`src/rtl/tmr_voter_seq.sv`:
```
// Triple-modular-redundancy voter with a one-cycle registered result and a per-channel health FSM.
// Build option: define TMR_VOTER_STATS_EN to add saturating per-channel mismatch counters.

module tmr_voter_chan #(
  parameter int FAULT_THRESH = 3,
  parameter int CNT_W        = 8
) (
  input  logic             clk,
  input  logic             rst,
  input  logic             valid_in,
  input  logic             mis_in,
  input  logic             clr_fault,
  output logic             failed,
  output logic [CNT_W-1:0] err_cnt
);
  localparam logic [1:0] ST_HEALTHY = 2'd0;
  localparam logic [1:0] ST_SUSPECT = 2'd1;
  localparam logic [1:0] ST_FAILED  = 2'd2;
  localparam logic [7:0] THRESH     = 8'(FAULT_THRESH);

  logic [1:0] state_q, state_d;
  logic [7:0] run_q, run_d;
  logic [7:0] run_inc;

  assign run_inc = run_q + 8'd1;

  always_comb begin
    state_d = state_q;
    run_d   = run_q;
    // clr_fault wins over a same-cycle mismatch; stats still see that mismatch
    if (clr_fault) begin
      state_d = ST_HEALTHY;
      run_d   = 8'd0;
    end else if (valid_in) begin
      case (state_q)
        ST_HEALTHY: begin
          if (mis_in) begin
            run_d   = 8'd1;
            state_d = (THRESH == 8'd1) ? ST_FAILED : ST_SUSPECT;
          end
        end
        ST_SUSPECT: begin
          if (mis_in) begin
            run_d = run_inc;
            if (run_inc == THRESH) state_d = ST_FAILED;
          end else begin
            run_d   = 8'd0;
            state_d = ST_HEALTHY;
          end
        end
        ST_FAILED: ;
        default: begin
          state_d = ST_HEALTHY;
          run_d   = 8'd0;
        end
      endcase
    end
  end

  always_ff @(posedge clk or posedge rst) begin
    if (rst) begin
      state_q <= ST_HEALTHY;
      run_q   <= 8'd0;
    end else begin
      state_q <= state_d;
      run_q   <= run_d;
    end
  end

  assign failed = (state_q == ST_FAILED);

`ifdef TMR_VOTER_STATS_EN
  logic [CNT_W-1:0] cnt_q, cnt_d;

  always_comb begin
    cnt_d = cnt_q;
    if (valid_in && mis_in && (cnt_q != {CNT_W{1'b1}})) cnt_d = cnt_q + CNT_W'(1);
  end

  always_ff @(posedge clk or posedge rst) begin
    if (rst) cnt_q <= '0;
    else     cnt_q <= cnt_d;
  end

  assign err_cnt = cnt_q;
`else
  assign err_cnt = '0;
`endif
endmodule

module tmr_voter_seq #(
  parameter int WIDTH        = 4,
  parameter int FAULT_THRESH = 3,
  parameter int CNT_W        = 8
) (
  input  logic             clk,
  input  logic             rst,
  input  logic             valid_in,
  input  logic [WIDTH-1:0] data_1,
  input  logic [WIDTH-1:0] data_2,
  input  logic [WIDTH-1:0] data_3,
  input  logic             clr_fault,
  output logic [WIDTH-1:0] tmr_out,
  output logic             valid_out,
  output logic [2:0]       mismatch,
  output logic             multi_err,
  output logic [2:0]       fault,
  output logic [CNT_W-1:0] err_cnt_1,
  output logic [CNT_W-1:0] err_cnt_2,
  output logic [CNT_W-1:0] err_cnt_3
);
  logic [2:0][WIDTH-1:0] data_all;
  logic [WIDTH-1:0]      vote_c;
  logic [2:0]            mis_c;
  logic                  multi_c;
  logic [2:0][CNT_W-1:0] err_cnt_w;

  assign data_all = {data_3, data_2, data_1};
  assign vote_c   = (data_1 & data_2) | (data_1 & data_3) | (data_2 & data_3);
  assign multi_c  = (mis_c[0] & mis_c[1]) | (mis_c[0] & mis_c[2]) | (mis_c[1] & mis_c[2]);

  logic [WIDTH-1:0] tmr_out_q, tmr_out_d;
  logic             valid_out_q, valid_out_d;
  logic [2:0]       mismatch_q, mismatch_d;
  logic             multi_err_q, multi_err_d;

  always_comb begin
    valid_out_d = valid_in;
    tmr_out_d   = tmr_out_q;
    mismatch_d  = mismatch_q;
    multi_err_d = multi_err_q;
    if (valid_in) begin
      tmr_out_d   = vote_c;
      mismatch_d  = mis_c;
      multi_err_d = multi_c;
    end
  end

  always_ff @(posedge clk or posedge rst) begin
    if (rst) begin
      valid_out_q <= 1'b0;
      tmr_out_q   <= '0;
      mismatch_q  <= 3'b000;
      multi_err_q <= 1'b0;
    end else begin
      valid_out_q <= valid_out_d;
      tmr_out_q   <= tmr_out_d;
      mismatch_q  <= mismatch_d;
      multi_err_q <= multi_err_d;
    end
  end

  for (genvar i = 0; i < 3; i++) begin : g_chan
    assign mis_c[i] = |(data_all[i] ^ vote_c);

    tmr_voter_chan #(
      .FAULT_THRESH (FAULT_THRESH),
      .CNT_W        (CNT_W)
    ) u_chan (
      .clk       (clk),
      .rst       (rst),
      .valid_in  (valid_in),
      .mis_in    (mis_c[i]),
      .clr_fault (clr_fault),
      .failed    (fault[i]),
      .err_cnt   (err_cnt_w[i])
    );
  end

  assign tmr_out   = tmr_out_q;
  assign valid_out = valid_out_q;
  assign mismatch  = mismatch_q;
  assign multi_err = multi_err_q;
  assign err_cnt_1 = err_cnt_w[0];
  assign err_cnt_2 = err_cnt_w[1];
  assign err_cnt_3 = err_cnt_w[2];
endmodule

```
`config.mk`:
```
export PLATFORM = sky130hd
export DESIGN_NAME = tmr_voter_seq
export DESIGN_NICKNAME = d
export VERILOG_FILES = /design/src/rtl/tmr_voter_seq.sv
export SDC_FILE = /design/constraint.sdc
export NUM_CORES = 1
export LEC_CHECK = 0
export ABC_AREA = 1
export CAP_MARGIN = 20
export CORE_MARGIN = 1.5
export CORE_UTILIZATION = 53
export CTS_BUF_LIST = sky130_fd_sc_hd__clkbuf_8 sky130_fd_sc_hd__clkbuf_16
export CTS_CLUSTER_SIZE = 40
export DETAILED_ROUTE_END_ITERATION = 16
export PLACE_DENSITY = 0.85
export SYNTH_ARGS = -nofsm -noshare
export SYNTH_HDL_FRONTEND = slang
export SYNTH_SLANG_ARGS = --single-unit
```
`constraint.sdc`:
```
create_clock -name clk -period 1.6 [get_ports clk]
set_input_delay 0.24 -clock clk [delete_from_list [all_inputs] [get_ports clk]]
set_output_delay 0.24 -clock clk [all_outputs]
set_load 0.03 [all_outputs]
```
==> results by group, run 1 <==
Synthesis
  • Leading area contributor after synthesis: dfrtp_1
  • Share of the synthesized area in the top cell type: 0.3590
  • Post-synthesis cell area: 2719 um^2
  • Netlist cell types: 25
  • Commonest cells post-synth: 134 x nand2_1, 56 x inv_1, 47 x nand3_1, 39 x dfrtp_1, 30 x o21ai_0
  • Number of synthesized flops with an enable pin: 0
  • Synth Warn #: 0
  • Top-count cell post-synth: nand2_1
  • Multiplexer area fraction after synthesis: 0
  • Largest family of logic cells by synthesized area: simple AND/OR/NAND/NOR gates
  • Top_reg_cell synth: dfrtp_1
  • Syn Inst Count: 411
  • Avg Inst Size Synth: 6.615 um^2
  • Sequential share of the synthesized area: 0.3590
  • Post-synthesis xor/xnor area fraction: 0.006443
  • Post-synth ARST share: 1.000
  • Top area cells in the synthesized netlist: dfrtp_1 36%, nand2_1 18%, nand3_1 8.7%
  • Compound-Gate Fraction of Synth Area: 0.09756
  • Synth Area in Simple Gates: 0.3405
  • Adder-cell share of the synthesized area: 0.02761
  • Number of synthesized register bits: 39

STA
  • Clock skew: 7.114 ps
  • Min Tclk post-route: 1626 ps
  • Max Freq: 615.0 MHz
  • RSZ-0062 raised after global routing: true
  • Hold Vio Cnt, Final: 0
  • Setup Viol. Count Final: 2
  • Part of the cycle the worst path needs: 1.016
  • Final WS setup: -25.99 ps
  • Fin. max-slew vios: 0

Detailed routing
  • DRC viols: 0
  • Vias per cell: 5.086
  • Detailed-route via count: 2711
  • Final ANT Viol Nets: 0
  • WL/cell: 12.17 um
  • Initial DRC count: 155
  • 1st-pass router iterations: 5
  • Final WL: 6487 um

Run status
  • Status: finished, violations left
  • Failing checks: setup timing

CTS
  • Worst-case clock buffer depth: 2
  • CTS Sinks: 39
  • TritonCTS buffer count: 5
  • Clk_lat worst skew: 300 ps
  • TritonCTS clock tree: yes
  • Clock transition at path regs: 80 ps
  • Deepest level of the CTS H-tree: 2
  • Root Buffer: clkbuf_8

Setup path
  • Required time of the critical path: 1780 ps
  • CP startpoint kind: register
  • WS Path Type: reg2reg
  • Crit Path Max Fanout: 4
  • Crit end category: register
  • Arr. time, crit path: 1810 ps

Layout
  • Final net count: 487
  • Design area: 3455 um^2
  • Final Core Density: 0.7171
  • Post-Layout Cell Count: 533
  • Fill cells: 391
  • Diode count: 0
  • Layout cells sized above 1: 0.1738
  • Area Overhead vs Synth: 27.06%

Flow run
  • Max Cap Viol: 0

Global route
  • Global route overflow: 0
  • GRT Total Usage: 0.2280
  • Initial antenna violation count: 0
  • Largest net degree at the start of global routing: 40
  • Number of global-route vias before repair: 2456
  • First-pass GRT wire length: 9880 um

Place
  • Post-DP HPWL: 4436 um
  • DP Area: 3148 um^2
  • Placed cells: 524
  • Place WS: -303.1 ps
  • GP Congestion: 0.8568
  • # port buffers: 27

Power and ir drop
  • Leak pwr: 1.909 nW
  • Pwr per Cell Area: 931.9 nW/um^2
  • Final Total Pwr: 0.003219 W
  • Peak supply drop: 0.0006090 V

Hold path
  • HP Class: in2async

Floorplanning
  • Initial Util: 0.5644
  • Die Ht: 74.63 um
  • Die Width: 74.63 um
  • Site row count: 25
  • IO Pins: 52
  • Core Box Area: 4817 um^2
  • DIE AREA: 5569 um^2
==> final timing paths <==
check	endpoint	startpoint	slack [ps]	depth (start not counted)
setup reg to reg	g_chan[0].u_chan.state_q[0]	g_chan[0].u_chan.run_q[1]	-30	12
max in group asynchronous	g_chan[0].u_chan.run_q[2]	rst	1090	3
hold / removal	g_chan[1].u_chan.run_q[4]	rst	300	3
min in group clk	tmr_out[1]	data_3[1]	360	3
hold reg to reg	mismatch[2]	mismatch[2]	490	2
setup / recovery	g_chan[0].u_chan.state_q[0]	g_chan[0].u_chan.run_q[1]	-30	12
==> cell type report <==
class / instances / area [um^2] / area share
timing repair buffer: 54 / 529.3 / 0.1532
inverter: 63 / 236.5 / 0.06845
multi-input combinational: 302 / 1514 / 0.4382
clock inverter: 3 / 43.79 / 0.01268
tap: 67 / 83.83 / 0.02427
clock buffer: 5 / 68.82 / 0.01992
sequential: 39 / 978.4 / 0.2832
==> cells in the final DEF (no fill, tap or decap), drive strengths merged <==
| cell | instances |
|---|---|
| nand2 | 137 |
| inv | 63 |
| nand3 | 47 |
| dfrtp | 39 |
| o21ai | 39 |
| nor2 | 31 |
| buf | 27 |
| conb | 24 |
| dlymetal6s2s | 17 |
| clkdlybuf4s50 | 7 |
| clkbuf | 6 |
| ha | 6 |
| nand4 | 4 |
| nor3 | 3 |
| a21oi | 3 |
| o22ai | 3 |
| o2111ai | 2 |
| clkinv | 2 |
| o21a | 1 |
| xor2 | 1 |
| xnor2 | 1 |
| bufinv | 1 |
| dlygate4sd2 | 1 |
| clkdlybuf4s15 | 1 |
==> state kept, by name, indices dropped and copies added, names as in the netlist <==
register	flops
g_chan.u_chan.run_q	24
g_chan.u_chan.state_q	6
tmr_out	4
mismatch	3
multi_err	1
valid_out	1
==> kinds of logic after synthesis <==
| logic type | after synthesis |
|---|---|
| buffers and inverters | 93 |
| adder cells (fa/ha/maj) | 6 |
| AND/OR/NAND/NOR | 222 |
| flip-flops | 39 |
| AO/OA/AOI/OAI | 48 |
| XOR/XNOR | 2 |
| other | 1 |
==> metrics by stage <==
| step | setup TNS, ps | hold WS, ps |
|---|---|---|
| 2_1_floorplan | 0 | 271.4 |
| 3_3_place_gp | -5046 | 469.4 |
| 3_5_place_dp | -7550 | 478.0 |
| 4_1_cts | 0 | 313.8 |
| 5_1_grt | -339.4 | 343.8 |
| 6_report | -39.26 | 301.9 |
==> what timing repair did <==
action / CTS / global route
gates resized for setup: 3 / 65
endpoints found under the setup margin: 3 / 38
buffers inserted: 0 / 1
endpoints found under the hold margin: 0 / 0
hold buffers: 0 / 0
pin swaps: 0 / 13
==> critical path, stage by stage (launching register included) <==
cell and delay [ps]:
dfrtp_1 440, ha_4 210, nand2_4 70, nor2_4 90, nand2_1 50, nand2_1 60, nand2_1 70, nor2_1 110
nand3_1 110, nand2_2 120, nand2_2 60, nand2_1 70, nand2_1 60
==> metal layers <==
| metal | share of wire | vias to the layer above | wire length, um | global-route usage |
|---|---|---|---|---|
| met5 | 0 | - | 0 | 0 |
| met4 | 0.012 | 0 | 78 | 0.06869 |
| met3 | 0.056 | 8 | 361 | 0.04552 |
| met2 | 0.53 | 100 | 3423 | 0.4196 |
| met1 | 0.40 | 1244 | 2624 | 0.2677 |
| li1 | - | 1359 | - | - |
==> power breakdown <==
group	internal [W]	leakage (nW)	switching, W	total (W)
registers	0.00110	0.513	0.0000961	0.00120
logic	0.000458	1.34	0.000731	0.00119
clock network	0.000465	0.0581	0.000370	0.000835
Power figures use the tool's default switching activity.
==> run 2, diff against run 1 <==
CORE_ASPECT_RATIO = 0.9   (was unset)
CTS_CLUSTER_SIZE = 12   (was 40)
SYNTH_HIERARCHICAL = 1   (was unset)
==> results by group, run 2 <==
Setup path
  • Slowest-stage cell, CP: clkdlybuf4s50_1
  • Required time of the critical path: 1360 ps (-420 ps)
  • Crit end category: primary output
  • Critical Path Max Stage Delay: 670 ps (+230 ps)
  • CP startpoint kind: register
  • WS Path Type: reg2out
  • Crit path max-delay family: buffers and inverters
  • Crit Path Max Fanout: 2 (-2)
  • Critical path buffers and inverters: 1 (+1)
  • Arr. time, crit path: 1310 ps (-500 ps)
  • Cell Chain, Critical Path: clkdlybuf4s50_1

Power and ir drop
  • Pwr per Cell Area: 909.0 nW/um^2 (-2.5%)
  • Leak pwr: 1.818 nW (-4.8%)
  • Peak supply drop: 0.0008853 V (+45%)

Place
  • # port buffers: 27 (unchanged)
  • Post-DP HPWL: 4888 um (+10%)
  • GP Congestion: 0.8393 (-2.0%)
  • DP Area: 3361 um^2 (+6.8%)

CTS
  • CTS Sinks: 39 (unchanged)
  • TritonCTS clock tree: yes
  • Deepest level of the CTS H-tree: 2 (unchanged)
  • Root Buffer: clkbuf_8
  • CTS Hold Bufs: 0 (unchanged)
  • TritonCTS buffer count: 5 (unchanged)
  • Worst-case clock buffer depth: 2 (unchanged)
  • Clock transition at path regs: 90 ps (about the same)
  • Clk_lat worst skew: 300 ps (about the same)

Layout
  • Most frequent cells in the layout: 83 x nand2_1, 54 x nand3_1, 46 x inv_1
  • Commonest non-fill, non-tap cell in the layout: nand2_1
  • Area Overhead vs Synth: 24.20%
  • Fill cells: 424 (+8.4%)
  • Top reg by flops: g_chan.u_chan/run_q
  • Final net count: 492 (+1.0%)
  • Diode count: 0 (unchanged)
  • Multi-input gate area: 1659 um^2 (+9.6%)
  • Design area: 3551 um^2 (+2.8%)
  • Max FFs per register: 24 (unchanged)
  • Reg area: 975.9 um^2 (-0.26%)
  • Layout cells sized above 1: 0.2654 (+0.09157)

STA
  • Hold Vio Cnt, Final: 0 (unchanged)
  • WHS: 259.1 ps (-42.71 ps)
  • Part of the cycle the worst path needs: 0.9715 (-0.04477)
  • Max Freq: 643.4 MHz (+4.6%)
  • Setup Viol. Count Final: 0 (-2)
  • Min Tclk post-route: 1554 ps (-71.63 ps)
  • Fin. max-slew vios: 0 (unchanged)
  • Clock skew: 8.668 ps (+1.554 ps)

Global route
  • Number of global-route vias before repair: 2652 (+8.0%)
  • Largest net degree at the start of global routing: 17 (-57%)
  • Global route overflow: 0 (unchanged)
  • Initial antenna violation count: 0 (unchanged)
  • First-pass GRT wire length: 11050 um (+12%)
  • GRT Total Usage: 0.2407 (+0.01271)

Synthesis
  • Post-synthesis cell area: 2859 um^2 (+5.2%)
  • Top area cells in the synthesized netlist: dfrtp_1 34%, nand2_1 11%, nand3_1 10%
  • Avg Inst Size Synth: 7.094 um^2 (+7.2%)
  • Synth Warn #: 6 (+6)
  • Leading area contributor after synthesis: dfrtp_1
  • Share of the synthesized area in the top cell type: 0.3414 (-0.01759)
  • Top_reg_cell synth: dfrtp_1
  • Number of synthesized register bits: 39 (unchanged)
  • Syn Inst Count: 403 (-1.9%)
  • Post-synth ARST share: 1.000 (unchanged)
  • Commonest cells post-synth: 87 x nand2_1, 57 x nand3_1, 49 x inv_1, 39 x dfrtp_1, 29 x o21ai_0
  • Top-count cell post-synth: nand2_1
  • Sequential share of the synthesized area: 0.3414 (-0.01759)
  • Number of synthesized flops with an enable pin: 0 (unchanged)
  • Netlist cell types: 26 (+4.0%)

Floorplanning
  • Site row count: 25 (unchanged)
  • DIE AREA: 5845 um^2 (+4.9%)
  • Core Box Area: 5224 um^2 (+8.4%)
  • Initial Util: 0.5473 (-0.01711)
  • Die Ht: 72.68 um (-2.6%)
  • Die Width: 80.42 um (+7.8%)
  • IO Pins: 52 (unchanged)

Detailed routing
  • Vias per cell: 5.309 (+4.4%)
  • 1st-pass router iterations: 5 (unchanged)
  • Detailed-route via count: 2856 (+5.3%)
  • Initial DRC count: 129 (-17%)
  • Final ANT Viol Nets: 0 (unchanged)
  • Final WL: 6683 um (+3.0%)
  • WL/cell: 12.42 um (+2.1%)
  • DRC viols: 0 (unchanged)

Flow run
  • Max Cap Viol: 0 (unchanged)

Run status
  • Status: complete, no violations

Hold path
  • HP Class: in2reg
## run 2: report_power, final
part	switching [W]	internal [W]
Sequential	0.0000878	0.00111
Clock	0.000382	0.000304
Combinational	0.000831	0.000516
Total	0.00130	0.00193
## run 2: area by class of cell
| cell class | instances | area share |
|---|---|---|
| tap | 67 | 0.02361 |
| sequential | 39 | 0.2748 |
| clock inverter | 3 | 0.005638 |
| clock buffer | 5 | 0.01938 |
| multi-input combinational | 303 | 0.4672 |
| inverter | 55 | 0.05884 |
| timing repair buffer | 66 | 0.1505 |
## run 2: through the flow
stage          std cells  worst slack [ps]  setup TNS [ps]  utilization  total power [W]
2_1_floorplan        424             182.4               0            -         0.002004
3_3_place_gp         527            -605.5          -14650       0.6434         0.002418
3_5_place_dp         527            -669.7          -16990       0.6434         0.002466
4_1_cts              536             7.653               0       0.6647         0.003185
5_1_grt              538            -26.91          -39.71       0.6798         0.003426
6_report             538             45.64               0       0.6798         0.003228
## run 2: repair_timing
| item | in CTS | in global routing |
|---|---|---|
| gates cloned | 1 | 0 |
| endpoints found under the setup margin | 36 | 30 |
| setup buffers | 0 | 3 |
| gates resized for setup | 29 | 52 |
| pin swaps | 4 | 13 |
## run 2: cells by family after synthesis
| group | Yosys count | synth area share |
|---|---|---|
| buf+inv | 83 | 0.1497 |
| fa+ha+maj | 6 | 0.02626 |
| compound gates | 57 | 0.1212 |
| flops | 39 | 0.3414 |
| simple gates | 215 | 0.3575 |
| other cells | 3 | 0.003938 |
## run 2: path summary, 6_finish.rpt
path,from,cells past startpoint,slack (ps),to
min reg2reg,g_chan[2].u_chan/state_q[1],2,510,g_chan[2].u_chan/state_q[1]
min,data_3[0],3,260,tmr_out[0]
max reg2reg,g_chan[0].u_chan/run_q[0],10,90,g_chan[0].u_chan/state_q[0]
min in group asynchronous,rst,2,350,tmr_out[0]
max,tmr_out[2],1,50,tmr_out[2]
max in group asynchronous,rst,2,940,g_chan[2].u_chan/run_q[2]
## run 2: layer usage
| layer | vias up | track usage | routed length, um |
|---|---|---|---|
| met5 | - | 0 | 0 |
| met4 | 0 | 0.09387 | 138 |
| met3 | 17 | 0.04000 | 294 |
| met2 | 88 | 0.4351 | 3438 |
| met1 | 1361 | 0.2848 | 2812 |
| li1 | 1390 | - | - |
==> run 3, diff against run 2 <==
SKIP_LAST_GASP = 1   (was unset)
==> results by group, run 3 (same netlist as run 2, synthesis figures left out) <==
Setup path
  • Cell Chain, Critical Path: clkdlybuf4s50_1
  • Slowest-stage cell, CP: clkdlybuf4s50_1
  • CP startpoint kind: register
  • Reg2Reg Depth: 10 (unchanged)
  • Crit end category: primary output
  • R2r startpoint: g_chan[0].u_chan/run_q[0]
  • Crit path max-delay family: buffers and inverters
  • Required time of the critical path: 1360 ps (about the same)
  • Worst R2R Setup Slack: 90 ps (about the same)
  • RR Endpoint: g_chan[0].u_chan/state_q[0]
  • Arr. time, crit path: 1310 ps (about the same)
  • Critical path buffers and inverters: 1 (unchanged)
  • WS Path Type: reg2out
  • Crit Path Max Fanout: 2 (unchanged)
  • Critical Path Max Stage Delay: 670 ps (about the same)

CTS
  • Root Buffer: clkbuf_8
  • Deepest level of the CTS H-tree: 2 (unchanged)
  • Clock transition at path regs: 90 ps (about the same)
  • TritonCTS buffer count: 5 (unchanged)
  • Worst-case clock buffer depth: 2 (unchanged)
  • TritonCTS clock tree: yes
  • CTS Sinks: 39 (unchanged)
  • Clk_lat worst skew: 300 ps (about the same)

Global route
  • Initial antenna violation count: 0 (unchanged)
  • Global route overflow: 0 (unchanged)
  • Number of global-route vias before repair: 2652 (unchanged)
  • GRT Total Usage: 0.2407 (unchanged)
  • First-pass GRT wire length: 11050 um (unchanged)
  • Largest net degree at the start of global routing: 17 (unchanged)

Floorplanning
  • Die Ht: 72.68 um (unchanged)
  • IO Pins: 52 (unchanged)
  • Site row count: 25 (unchanged)
  • Core Box Area: 5224 um^2 (unchanged)
  • Die Width: 80.42 um (unchanged)
  • DIE AREA: 5845 um^2 (unchanged)
  • Initial Util: 0.5473 (unchanged)

STA
  • TNS Setup: 0 ps (unchanged)
  • Max Freq: 643.4 MHz (about the same)
  • Min Tclk post-route: 1554 ps (-0.003300 ps)
  • Clock skew: 8.668 ps (unchanged)
  • Part of the cycle the worst path needs: 0.9715 (about the same)
  • Fin. max-slew vios: 0 (unchanged)
  • RSZ-0062 raised after global routing: true
  • Setup Viol. Count Final: 0 (unchanged)
  • Hold Vio Cnt, Final: 0 (unchanged)
  • WHS: 259.1 ps (unchanged)

Detailed routing
  • DRC viols: 0 (unchanged)
  • Final WL: 6679 um (about the same)
  • WL/cell: 12.41 um (about the same)
  • Initial DRC count: 129 (unchanged)
  • Final ANT Viol Nets: 0 (unchanged)
  • Vias per cell: 5.309 (unchanged)
  • Detailed-route via count: 2856 (unchanged)
  • 1st-pass router iterations: 5 (unchanged)

Layout
  • Layout cells sized above 1: 0.2633 (-0.002123)
  • Most frequent cells in the layout: 83 x nand2_1, 54 x nand3_1, 46 x inv_1
  • Design area: 3556 um^2 (+0.14%)
  • Commonest non-fill, non-tap cell in the layout: nand2_1
  • Final Core Density: 0.6807 (+0.0009590)
  • Diode count: 0 (unchanged)
  • Top reg by flops: g_chan.u_chan/run_q
  • Area Overhead vs Synth: 24.38%
  • Max FFs per register: 24 (unchanged)
  • Fill cells: 423 (-0.24%)
  • Final net count: 492 (unchanged)

Power and ir drop
  • Sequential power share: 0.370 (about the same)
  • Pint: 0.001928 W (about the same)
  • Leak pwr: 1.819 nW (about the same)
  • Clock share of power: 0.212 (about the same)
  • Gate power share: 0.417 (about the same)
  • Pwr per Cell Area: 907.9 nW/um^2 (-0.12%)
  • Sw power: 0.001300 W (about the same)
  • Final Total Pwr: 0.003228 W (about the same)
  • Peak supply drop: 0.0008853 V (about the same)
  • Switching share of total power: 0.4028 (about the same)

Hold path
  • Hold Path Sink: tmr_out[0]
  • Min-delay src: data_3[0]
  • HP Class: in2reg
  • Hold path depth: 3 (unchanged)

Run status
  • Status: complete, no violations

Place
  • GP Congestion: 0.8393 (unchanged)
  • # port buffers: 27 (unchanged)
  • DP Area: 3361 um^2 (unchanged)
  • Post-DP HPWL: 4888 um (unchanged)

Flow run
  • Max Cap Viol: 0 (unchanged)
run 3: worst max path at each step:
stage	startpoint	endpoint	slack [ps]	cells after the start
2_1_floorplan	data_2[3]	g_chan[0].u_chan/state_q[1]	180	10
3_3_place_gp	data_2[0]	g_chan[2].u_chan/run_q[1]	-610	10
3_5_place_dp	data_2[3]	g_chan[2].u_chan/run_q[1]	-670	9
4_1_cts	mismatch[2]	mismatch[2]	8	1
5_1_grt	g_chan[0].u_chan/run_q[1]	g_chan[0].u_chan/state_q[0]	-30	10
6_report	tmr_out[2]	tmr_out[2]	50	1
run 3: power by group through the flow:
stage / Combinational, W / Sequential [W] / Clock (W)
final: 0.00135 / 0.00120 / 0.000686
after global routing: 0.00147 / 0.00121 / 0.000742
after CTS: 0.00130 / 0.00119 / 0.000704
after detailed placement: 0.00126 / 0.00120 / 0
after global placement: 0.00122 / 0.00120 / 0
after floorplan: 0.000713 / 0.00129 / 0
run 3: metrics by stage:
| stage | setup slack, ps | cells |
|---|---|---|
| 3_3_place_gp | -605.5 | 527 |
| 4_1_cts | 7.653 | 536 |
| 3_5_place_dp | -669.7 | 527 |
| 2_1_floorplan | 182.4 | 424 |
| 6_report | 45.64 | 538 |
| 5_1_grt | -26.91 | 538 |
run 3: layer usage:
layer  share of wire  track usage  up-vias
met3           0.044      0.04000       17
li1                -            -     1390
met1            0.42       0.2848     1361
met5               0            0        -
met2            0.51       0.4351       88
met4           0.021      0.09387        0
run 3: cell type report:
type / instances / area, um^2 / area share
well taps: 67 / 83.83 / 0.02357
inverters: 55 / 209.0 / 0.05876
clock inverters: 3 / 20.02 / 0.005630
multi-input cells: 303 / 1659 / 0.4666
clock buffers: 5 / 68.82 / 0.01935
flip-flops and latches: 39 / 975.9 / 0.2745
repair buffers: 66 / 539.3 / 0.1517
run 3: worst reg2reg max path: cells and delay by family (launching register included):
kind | cells | cell delay, ps
AO/OA/AOI/OAI | 1 | 170
adder cells (fa/ha/maj) | 1 | 200
flip-flops | 1 | 420
AND/OR/NAND/NOR | 8 | 610
run 3: timing repair:
item                       4_1_cts  5_1_grt
hold buffers                     0        0
pin swaps                        4       13
resized for setup               29       51
gates cloned                     1        0
buffers inserted                 0        3
setup endpoints to repair       36       30
hold endpoints to repair         0        0
